File: src/rtl/blowfish_pkg.sv
// Shared Blowfish constants, types and helpers for the P-subkey file.
package blowfish_pkg;

  localparam int unsigned BF_NUM_P         = 18;
  localparam int unsigned BF_KEY_WORDS_MAX = 14;
  localparam int unsigned BF_WORD_W        = 32;
  localparam int unsigned BF_KEY_W         = BF_KEY_WORDS_MAX * BF_WORD_W;
  localparam int unsigned BF_IDX_W         = 5;
  localparam int unsigned BF_LEN_W         = 4;

  typedef logic [BF_WORD_W-1:0]                bf_word_t;
  typedef logic [BF_NUM_P-1:0][BF_WORD_W-1:0]  bf_p_file_t;

  // Fractional hex digits of pi, P0..P17.
  localparam bf_word_t BF_PI_P [BF_NUM_P] = '{
    32'h243f6a88, 32'h85a308d3, 32'h13198a2e, 32'h03707344,
    32'ha4093822, 32'h299f31d0, 32'h082efa98, 32'hec4e6c89,
    32'h452821e6, 32'h38d01377, 32'hbe5466cf, 32'h34e90c6c,
    32'hc0ac29b7, 32'hc97c50dd, 32'h3f84d5b5, 32'hb5470917,
    32'h9216d5d9, 32'h8979fb1b
  };

  typedef enum logic [1:0] {IDLE, INIT, READY, STREAM} bf_state_t;

  // Clamp a requested key length to 1..14 words.
  function automatic logic [BF_LEN_W-1:0] bf_eff_len(input logic [BF_LEN_W-1:0] len);
    if (len == '0)
      return BF_LEN_W'(1);
    else if (len > BF_LEN_W'(BF_KEY_WORDS_MAX))
      return BF_LEN_W'(BF_KEY_WORDS_MAX);
    else
      return len;
  endfunction

  // Big-endian key word select: word 0 sits in the MSBs.
  function automatic bf_word_t bf_key_word(input logic [BF_KEY_W-1:0] key,
                                           input logic [BF_LEN_W-1:0] k);
    bf_word_t r;
    r = '0;
    for (int w = 0; w < int'(BF_KEY_WORDS_MAX); w++) begin
      if (k == BF_LEN_W'(w))
        r = key[BF_KEY_W-1-BF_WORD_W*w -: BF_WORD_W];
    end
    return r;
  endfunction

endpackage

File: src/rtl/blowfish_subkey_streamer.sv
// Presents P subkeys one at a time over a valid/ready handshake, forward or reverse.
module blowfish_subkey_streamer
  import blowfish_pkg::*;
(
  input  logic                 clk,
  input  logic                 rst,
  input  logic                 start,
  input  logic                 dir,
  input  logic                 abort,
  input  bf_p_file_t           p_file,
  input  logic                 sk_ready,
  output logic                 sk_valid,
  output logic [BF_IDX_W-1:0]  sk_idx,
  output logic [BF_WORD_W-1:0] sk_out,
  output logic                 seq_last,
  output logic                 done_c
);

  localparam logic [BF_IDX_W-1:0] LAST_IDX = BF_IDX_W'(BF_NUM_P - 1);

  logic                dir_q;
  logic [BF_IDX_W-1:0] start_idx;
  logic [BF_IDX_W-1:0] nxt_idx;
  logic                start_last;
  logic                nxt_last;

  // First index of a new stream and the step taken on each handshake.
  always_comb begin
    start_idx  = dir ? LAST_IDX : '0;
    start_last = dir ? (start_idx == '0) : (start_idx == LAST_IDX);
    nxt_idx    = dir_q ? (sk_idx - BF_IDX_W'(1)) : (sk_idx + BF_IDX_W'(1));
    nxt_last   = dir_q ? (nxt_idx == '0) : (nxt_idx == LAST_IDX);
  end

  assign done_c = sk_valid & sk_ready & seq_last;

  // Stream sequencing; sk_out is registered from the file at each index load.
  always_ff @(posedge clk) begin
    if (rst) begin
      dir_q    <= 1'b0;
      sk_valid <= 1'b0;
      sk_idx   <= '0;
      sk_out   <= '0;
      seq_last <= 1'b0;
    end else if (abort) begin
      sk_valid <= 1'b0;
      seq_last <= 1'b0;
    end else if (start) begin
      dir_q    <= dir;
      sk_valid <= 1'b1;
      sk_idx   <= start_idx;
      sk_out   <= p_file[start_idx];
      seq_last <= start_last;
    end else if (sk_valid && sk_ready) begin
      if (seq_last) begin
        sk_valid <= 1'b0;
        seq_last <= 1'b0;
      end else begin
        sk_idx   <= nxt_idx;
        sk_out   <= p_file[nxt_idx];
        seq_last <= nxt_last;
      end
    end
  end

endmodule

File: src/rtl/blowfish_p_subkey_file.sv
// Writable 18x32 Blowfish P-subkey file with key-XOR init, direct writes and streaming.
module blowfish_p_subkey_file
  import blowfish_pkg::*;
(
  input  logic                 clk,
  input  logic                 rst,
  input  logic                 init_start,
  input  logic [BF_KEY_W-1:0]  key_in,
  input  logic [BF_LEN_W-1:0]  key_len_words,
  output logic                 busy,
  output logic                 init_done,
  output logic                 ready,
  input  logic                 wr_en,
  input  logic [BF_IDX_W-1:0]  wr_idx,
  input  logic [BF_WORD_W-1:0] wr_data,
  input  logic                 seq_start,
  input  logic                 seq_dir,
  output logic                 sk_valid,
  input  logic                 sk_ready,
  output logic [BF_IDX_W-1:0]  sk_idx,
  output logic [BF_WORD_W-1:0] sk_out,
  output logic                 seq_last
);

  localparam logic [BF_IDX_W-1:0] LAST_IDX = BF_IDX_W'(BF_NUM_P - 1);

  bf_state_t             state;
  bf_p_file_t            p_q;
  logic [BF_KEY_W-1:0]   key_q;
  logic [BF_LEN_W-1:0]   len_q;
  logic [BF_IDX_W-1:0]   i_q;
  logic [BF_LEN_W-1:0]   k_q;
  logic                  seq_go_c;
  logic                  abort_c;
  logic                  stream_done_c;

  // A write in the same cycle wins over a stream request; init wins over both.
  assign seq_go_c = (state == READY) & seq_start & ~wr_en & ~init_start;
  assign abort_c  = (state == STREAM) & init_start;

  // Control FSM, register file and init sequencing.
  always_ff @(posedge clk) begin
    if (rst) begin
      state     <= IDLE;
      p_q       <= '0;
      key_q     <= '0;
      len_q     <= BF_LEN_W'(1);
      i_q       <= '0;
      k_q       <= '0;
      busy      <= 1'b0;
      init_done <= 1'b0;
      ready     <= 1'b0;
    end else begin
      init_done <= 1'b0;
      case (state)
        INIT: begin
          p_q[i_q] <= BF_PI_P[i_q] ^ bf_key_word(key_q, k_q);
          i_q      <= i_q + BF_IDX_W'(1);
          k_q      <= (k_q == len_q - BF_LEN_W'(1)) ? '0 : k_q + BF_LEN_W'(1);
          if (i_q == LAST_IDX) begin
            state     <= READY;
            busy      <= 1'b0;
            init_done <= 1'b1;
            ready     <= 1'b1;
          end
        end
        default: begin
          if (init_start) begin
            state <= INIT;
            key_q <= key_in;
            len_q <= bf_eff_len(key_len_words);
            i_q   <= '0;
            k_q   <= '0;
            busy  <= 1'b1;
            ready <= 1'b0;
          end else if (state == READY) begin
            if (wr_en) begin
              if (wr_idx <= LAST_IDX)
                p_q[wr_idx] <= wr_data;
            end else if (seq_start) begin
              state <= STREAM;
              ready <= 1'b0;
            end
          end else if (state == STREAM && stream_done_c) begin
            state <= READY;
            ready <= 1'b1;
          end
        end
      endcase
    end
  end

  blowfish_subkey_streamer u_streamer (
    .clk      (clk),
    .rst      (rst),
    .start    (seq_go_c),
    .dir      (seq_dir),
    .abort    (abort_c),
    .p_file   (p_q),
    .sk_ready (sk_ready),
    .sk_valid (sk_valid),
    .sk_idx   (sk_idx),
    .sk_out   (sk_out),
    .seq_last (seq_last),
    .done_c   (stream_done_c)
  );

endmodule

File: config.mk
export PLATFORM = sky130hd
export DESIGN_NAME = blowfish_p_subkey_file
export DESIGN_NICKNAME = d
export VERILOG_FILES = /design/src/rtl/blowfish_pkg.sv /design/src/rtl/blowfish_subkey_streamer.sv /design/src/rtl/blowfish_p_subkey_file.sv
export SDC_FILE = /design/constraint.sdc
export NUM_CORES = 2
export LEC_CHECK = 0
export CORE_MARGIN = 2
export CORE_UTILIZATION = 40
export CTS_CLUSTER_SIZE = 12
export DETAILED_ROUTE_END_ITERATION = 16
export PLACE_DENSITY = 0.62
export SLEW_MARGIN = 30
export SYNTH_ARGS = -nofsm -noshare
export SYNTH_HDL_FRONTEND = slang
export SYNTH_SLANG_ARGS = --single-unit
File: constraint.sdc
create_clock -name clk -period 6.7 [get_ports clk]
set_input_delay 1.675 -clock clk [delete_from_list [all_inputs] [get_ports clk]]
set_output_delay 1.675 -clock clk [all_outputs]
set_load 0.005 [all_outputs]
## Yosys cells after proc, flatten, opt, wreduce, memory -nomap -nowiden

Memory sizes are Yosys's and may differ from the RTL's.
Cells that the tools add are included.

| storage, ports and cells | value |
|---|---|
| flip-flop bits (word level) | 1082 |
| latch bits | 0 |
| memory bits (writable) | 0 |
| memory bits (read-only) | 1024 |
| bits of input ports | 496 |
| output and inout port bits | 42 |
| word-level logic and storage cells | 181 |
| memories kept | 1 |

Memory list:

| name | words | width | read ports | clocked after memory_dff | wr ports | line | text |
|---|---|---|---|---|---|---|---|
| (name not given) | 32 | 32 | 1 | 0 | 0 | blowfish_p_subkey_file.sv:57 | `p_q[i_q] <= BF_PI_P[i_q] ^ bf_key_word(key_q, k_q);` |

| operators by class | value |
|---|---|
| add/sub/neg operators | 5 |
| multiply operators | 0 |
| div/mod/pow operators | 0 |
| magnitude comparators | 9 |
| eq/ne operators | 25 |
| shift-type cells | 0 |
| multiplexer cells | 74 |
| bitwise operators | 12 |
| reductions and logical operators | 24 |

Operator list:

| operator | count |
|---|---|
| $mux W576 | 5 |
| $bwmux W576 | 2 |
| $mux W32 | 25 |
| $bmux W32 S5 | 2 |
| $demux W32 S5 | 2 |
| $mux W5 | 7 |
| $xor A32 B32 Y32 | 1 |
| $eq A4 B4 Y1 const B | 6 |
| $lt A5 B6 Y1 const B | 4 |
| $mux W4 | 5 |
| $mux W1 | 19 |
| $eq A4 B3 Y1 const B | 4 |
| $eq A5 B5 Y1 const B | 3 |
| $mux W2 | 7 |
| $reduce_bool A2 Y1 | 6 |
| $add A5 B1 Y5 const B | 2 |
| $ge A5 B1 Y1 const B | 2 |
| $logic_not A5 Y1 | 2 |
| $eq A4 B2 Y1 const B | 2 |
| $logic_not A4 Y1 | 2 |
| $ne A4 B3 Y1 const B | 2 |
| $reduce_and A2 Y1 | 4 |
| $reduce_and A4 Y1 | 2 |
| $and A1 B1 Y1 | 6 |
| other kinds (18) | 27 |

## Depth between registers and ports, before layout

| depth | value |
|---|---|
| depth after elaboration | 20 |
| gate-level depth with buffers | 15 |
| mapped depth without buffers | 9 |

## Cells and area by module

Synthesis repeated with hierarchy kept, for this count alone.

| unflattened totals | value |
|---|---|
| cell total of the unflattened synthesis | 7396 |
| area total of the unflattened synthesis | 58000.6 um^2 |

Modules (own cells, without submodules):

| module | instances | cells each | area an instance (um^2) | seq. area each (um^2) |
|---|---|---|---|---|
| blowfish_p_subkey_file | 1 | 6658 | 50567.2 | 20860.0 |
| blowfish_subkey_streamer | 1 | 738 | 7433.4 | 800.8 |

## Worst setup path after synthesis

Ideal clock, no wire load.

| timing path | value |
|---|---|
| kind | in2reg |
| from | in wr_idx[4] |
| to | reg p_q[341] (netlist bit) |
| setup time | 0.117 ns |
| data arrival time | 3.473 ns |
| required time | 6.583 ns |
| setup slack | 3.110 ns |
| cell stages on the path | 10 |
| buffers on the path | 3 |
| path through | clkbuf_1 -> nor3b_1 -> nand2_1 -> o21ai_0 -> and2_1 -> clkbuf_1 -> clkbuf_1 -> o21ai_0 -> a21oi_1 -> nor2_1 |

| between the ends | value |
|---|---|
| word-level cells in the longest chain between the ends | 10 |
| elaborated cells between the ends (all ways) | 14 |
| those cells by class | order compare (3); mux (8); reduce/logical (3) |

Ends and longest elaborated chain:

| element | line | text |
|---|---|---|
| start, declared | blowfish_p_subkey_file.sv:14 | `input logic [BF_IDX_W-1:0] wr_idx,` |
| $lt A5 B6 Y1 (implied by the code) / $ge A5 B1 Y1 (equally long branches) | blowfish_p_subkey_file.sv:79 | `p_q[wr_idx] <= wr_data;` |
| $logic_and A1 B1 Y1 (implied by the code) | blowfish_p_subkey_file.sv:79 |  |
| $mux W32 (implied by the code) | blowfish_p_subkey_file.sv:79 |  |
| $demux W32 S5 | blowfish_p_subkey_file.sv:79 |  |
| $bwmux W576 | blowfish_p_subkey_file.sv:79 |  |
| $mux W576 | blowfish_p_subkey_file.sv:78 | `if (wr_idx <= LAST_IDX)` |
| $mux W576 | blowfish_p_subkey_file.sv:77 | `if (wr_en) begin` |
| $mux W576 | blowfish_p_subkey_file.sv:76 | `end else if (state == READY) begin` |
| $mux W576 | blowfish_p_subkey_file.sv:68 | `if (init_start) begin` |
| $mux W576 | blowfish_p_subkey_file.sv:55 | `case (state)` |
| end signal, assigned by index | blowfish_p_subkey_file.sv:57 |  |
| end signal, assigned by index | blowfish_p_subkey_file.sv:79 |  |
| end, declared | blowfish_p_subkey_file.sv:28 | `bf_p_file_t p_q;` |

Parallel ways exist; a longest one is shown, timed or not. The select of a mux whose other input is x is not followed.
A chain may end at the register's enable or synchronous reset.

## Final worst setup path

| timing path | value |
|---|---|
| from | reg k_q[1] |
| to | reg p_q[560] (netlist bit) |

| between the ends | value |
|---|---|
| word-level cells in the longest chain between the ends | 20 |
| elaborated cells between the ends (all ways) | 33 |
| those cells by class | eq/ne (13); mux (18); bitwise (1); reduce/logical (1) |

Ends and longest elaborated chain:

| element | line | text |
|---|---|---|
| start, declared | blowfish_p_subkey_file.sv:32 | `logic [BF_LEN_W-1:0] k_q;` |
| start signal, assigned | blowfish_p_subkey_file.sv:59 | `k_q <= (k_q == len_q - BF_LEN_W'(1)) ? '0 : k_q + BF_LEN_W'(1);` |
| $logic_not A4 Y1 | blowfish_pkg.sv:41 | `if (k == BF_LEN_W'(w))` |
| $mux W32 (13 in series) | blowfish_pkg.sv:41 |  |
| $mux W32 * | blowfish_pkg.sv:41 |  |
| $mux W32 * | blowfish_p_subkey_file.sv:55 |  |
| $mux W32 * | blowfish_p_subkey_file.sv:43 | `if (rst) begin` |
| $xor A32 B32 Y32 * | blowfish_p_subkey_file.sv:57 |  |
| $bwmux W576 * | blowfish_p_subkey_file.sv:57 |  |
| $mux W576 * | blowfish_p_subkey_file.sv:55 |  |

Every way passes the cells marked *; elsewhere a longest branch is shown, timed or not. The select of a mux whose other input is x is not followed.

==> reports/results.tsv <==
metric	value	unit
crit path time final	4.73	ns
worst r2r dst	p_q[560]$_SDFFE_PP0P_	
total CTS buffers	120	
area leader, netlist	dfxtp_1	
EDFF count, synth	0	
clk buf depth	3	
slew of the pin with the lowest slew margin	1.14	ns
fillcell total	13500	
first-pass GRT wire length	381000	µm
Reg2Reg Depth	12	
FF+latch count, synth	1082	
Mapped Area	55400	µm²
Cells after Synth	7037	
Hold Crit Start	key_q[304]$_SDFFE_PP0P_	
DR vias	58600	
Pwr Density	241	nW/µm²
I/O pin count	538	
final hold vios	0	
initial antenna violation count	8	
WP data required	7.40	ns
post-synthesis sequential area ratio	0.391	
fin util	0.481	
Critical Path Sink Type	flip-flop	
crit-path max FO	54	
Iter 0 DRT Violations	8555	
normalized max-slew margin	0.234	
Hold Path Stages	2	
skew final	0.0484	ns
Hold Path Class	reg -> reg	
Worst-Skew Late Latency	0.77	ns
H-tree Lvls	3	
Leak	23.5	nW
met2 wire len	115000	µm
Synth top area share	0.391	
CTS tree	done	
top cells by area, synth	dfxtp_1, nand2_1, a21oi_1	
Synth cell types	101	
hold slack final	0.451	ns
root buffer cell	clkbuf_16	
hold buffers post-CTS	0	
total track usage	0.360	
vias in the first global route	53400	
flop2flop setup slack	1.97	ns
core area	137000	µm²
layout net count	7681	
Fmax achieved	0.211	GHz
highest metal used	met5	
wire length on met3	32800	µm
Die Span Y	376	µm
commonest non-fill, non-tap cells in the layout	nand2_1, dfxtp_1, a21oi_1	
syn nets	7553	
period utilisation layout	0.706	
row count	136	
detailed placer's ending HPWL	189000	µm
routability cong.	1.00	
Syn. warnings	0	
reg2reg start	k_q[1]$_SDFFE_PP0P_	
total grt overflow	0	
post_cts resized	0	
wire per inst	29.4	µm
Final Power	0.0159	W
Area Growth Syn to Fin	19.3	%
Max rail drop VDD	0.216	mV
asr flop ratio synth	0	
most common cell after layout, fill and taps aside	nand2_1	
Clock transition at path regs	0.06	ns
Avg Inst Size Synth	7.87	µm²
run status	complete, no violations	
Met1 Wirelength	104000	µm
vias per inst	6.46	
total wire length	266000	µm
DRC errors left	0	
Pre-Repair DR Iteration Count	9	
Slew Limit Fails	0	
RSZ-0062 raised after global routing	false	
predominant post-synthesis flop cell	dfxtp_1	
Sink Count	1082	
crit path DAT	5.43	ns
Worst Hold End	key_q[304]$_SDFFE_PP0P_	
post-route ant nets	0	
CP Class	reg -> reg	
max-cap viol count	0	
Setup TNS	0	ns
share of layout cells above drive strength 1	0.0976	
post-CTS setup buffers	0	
DIE WIDTH	376	µm
largest net degree at the start of global routing	213	
startpoint types	flip-flop	
Final Setup Violations	0	
Starting Density	0.403	
Port Buf Inserts	537	
Die Area	141000	µm²
==> metrics by stage <==
step | std cells | setup WS, ns | area (µm²)
3_5_place_dp | 8833 | 1.66 | 61900
2_1_floorplan | 7037 | 3.11 | 55400
5_1_grt | 9060 | 1.87 | 66100
3_3_place_gp | 8831 | 1.71 | 61700
6_report | 9065 | 1.97 | 66100
4_1_cts | 9052 | 2.14 | 65900
==> Yosys cell counts (all sizes together) (45+ instances only) <==
cell,count
nand3,136
buf,215
a22oi,72
mux2i,55
a211oi,68
a221oi,278
nor2,439
clkbuf,510
nand2,1423
o211ai,65
nor2b,100
o21ai,541
a21oi,1052
dfxtp,1082
o22ai,64
o31ai,45
mux4,128
nor3,153
==> state kept, by name, indices dropped and copies added (netlist names) <==
name and cells:
busy 1, key_q 448, u_streamer.seq_last 1, state 2, p_q 576, u_streamer.dir_q 1, len_q 4, u_streamer.sk_idx 5
i_q 5, u_streamer.sk_out 32, init_done 1, k_q 4, ready 1, u_streamer.sk_valid 1
==> power by group <==
group | leakage [nW] | switching (W) | internal [W]
sequential | 8.80 | 0.000156 | 0.00665
clock | 1.99 | 0.00291 | 0.00397
combinational | 12.7 | 0.00150 | 0.000726
==> routing by layer <==
layer | vias up | global-route usage
met2 | 4057 | 0.543
met1 | 28300 | 0.476
met5 | - | 0
met3 | 600 | 0.0984
met4 | 4 | 0.174
li1 | 25600 | -
==> worst max-delay path: stages (launching register included) <==
cell and delay (ns):
dfxtp_1 0.39, inv_1 0.17, ha_4 0.62, buf_4 0.64, or3b_2 0.54, o21ai_0 0.35, a22oi_1 0.29, o41ai_1 0.24
buf_4 0.26, mux2i_1 0.20, buf_4 0.30, nand2_1 0.34, o22ai_1 0.25
==> final cells by class <==
type                       count  area [µm²]  area share
antenna                        9        22.5    0.000341
clock buffer                 183        3580      0.0542
clock inverter                36         455     0.00689
inverter                      35         139     0.00210
multi-input combinational   5195       30800       0.467
sequential                  1082       21700       0.328
tap                         1794        2240      0.0340
timing repair buffer         731        7110       0.108
==> how the worst max path moves through the flow <==
| stage | cells past startpoint | start | endpoint |
|---|---|---|---|
| floorplan | 10 | wr_idx[4] | p_q[341]$_SDFFE_PP0P_ |
| global placement | 7 | wr_idx[2] | p_q[247]$_SDFFE_PP0P_ |
| detailed placement | 8 | wr_idx[2] | p_q[408]$_SDFFE_PP0P_ |
| CTS | 11 | k_q[0]$_SDFFE_PP0P_ | p_q[469]$_SDFFE_PP0P_ |
| global route | 10 | k_q[1]$_SDFFE_PP0P_ | p_q[427]$_SDFFE_PP0P_ |
| finish | 12 | k_q[1]$_SDFFE_PP0P_ | p_q[560]$_SDFFE_PP0P_ |
==> cells by family after synthesis <==
| family | after synthesis | synth area share |
|---|---|---|
| AOI/OAI and AO/OA | 2475 | 0.278 |
| muxes | 216 | 0.0688 |
| and+or+nand+nor | 2455 | 0.191 |
| adders and majority gates | 20 | 0.00465 |
| DFF | 1082 | 0.391 |
| buffers and inverters | 760 | 0.0605 |
| xor gates and xnor gates | 29 | 0.00621 |
Power figures use the tool's default switching activity.
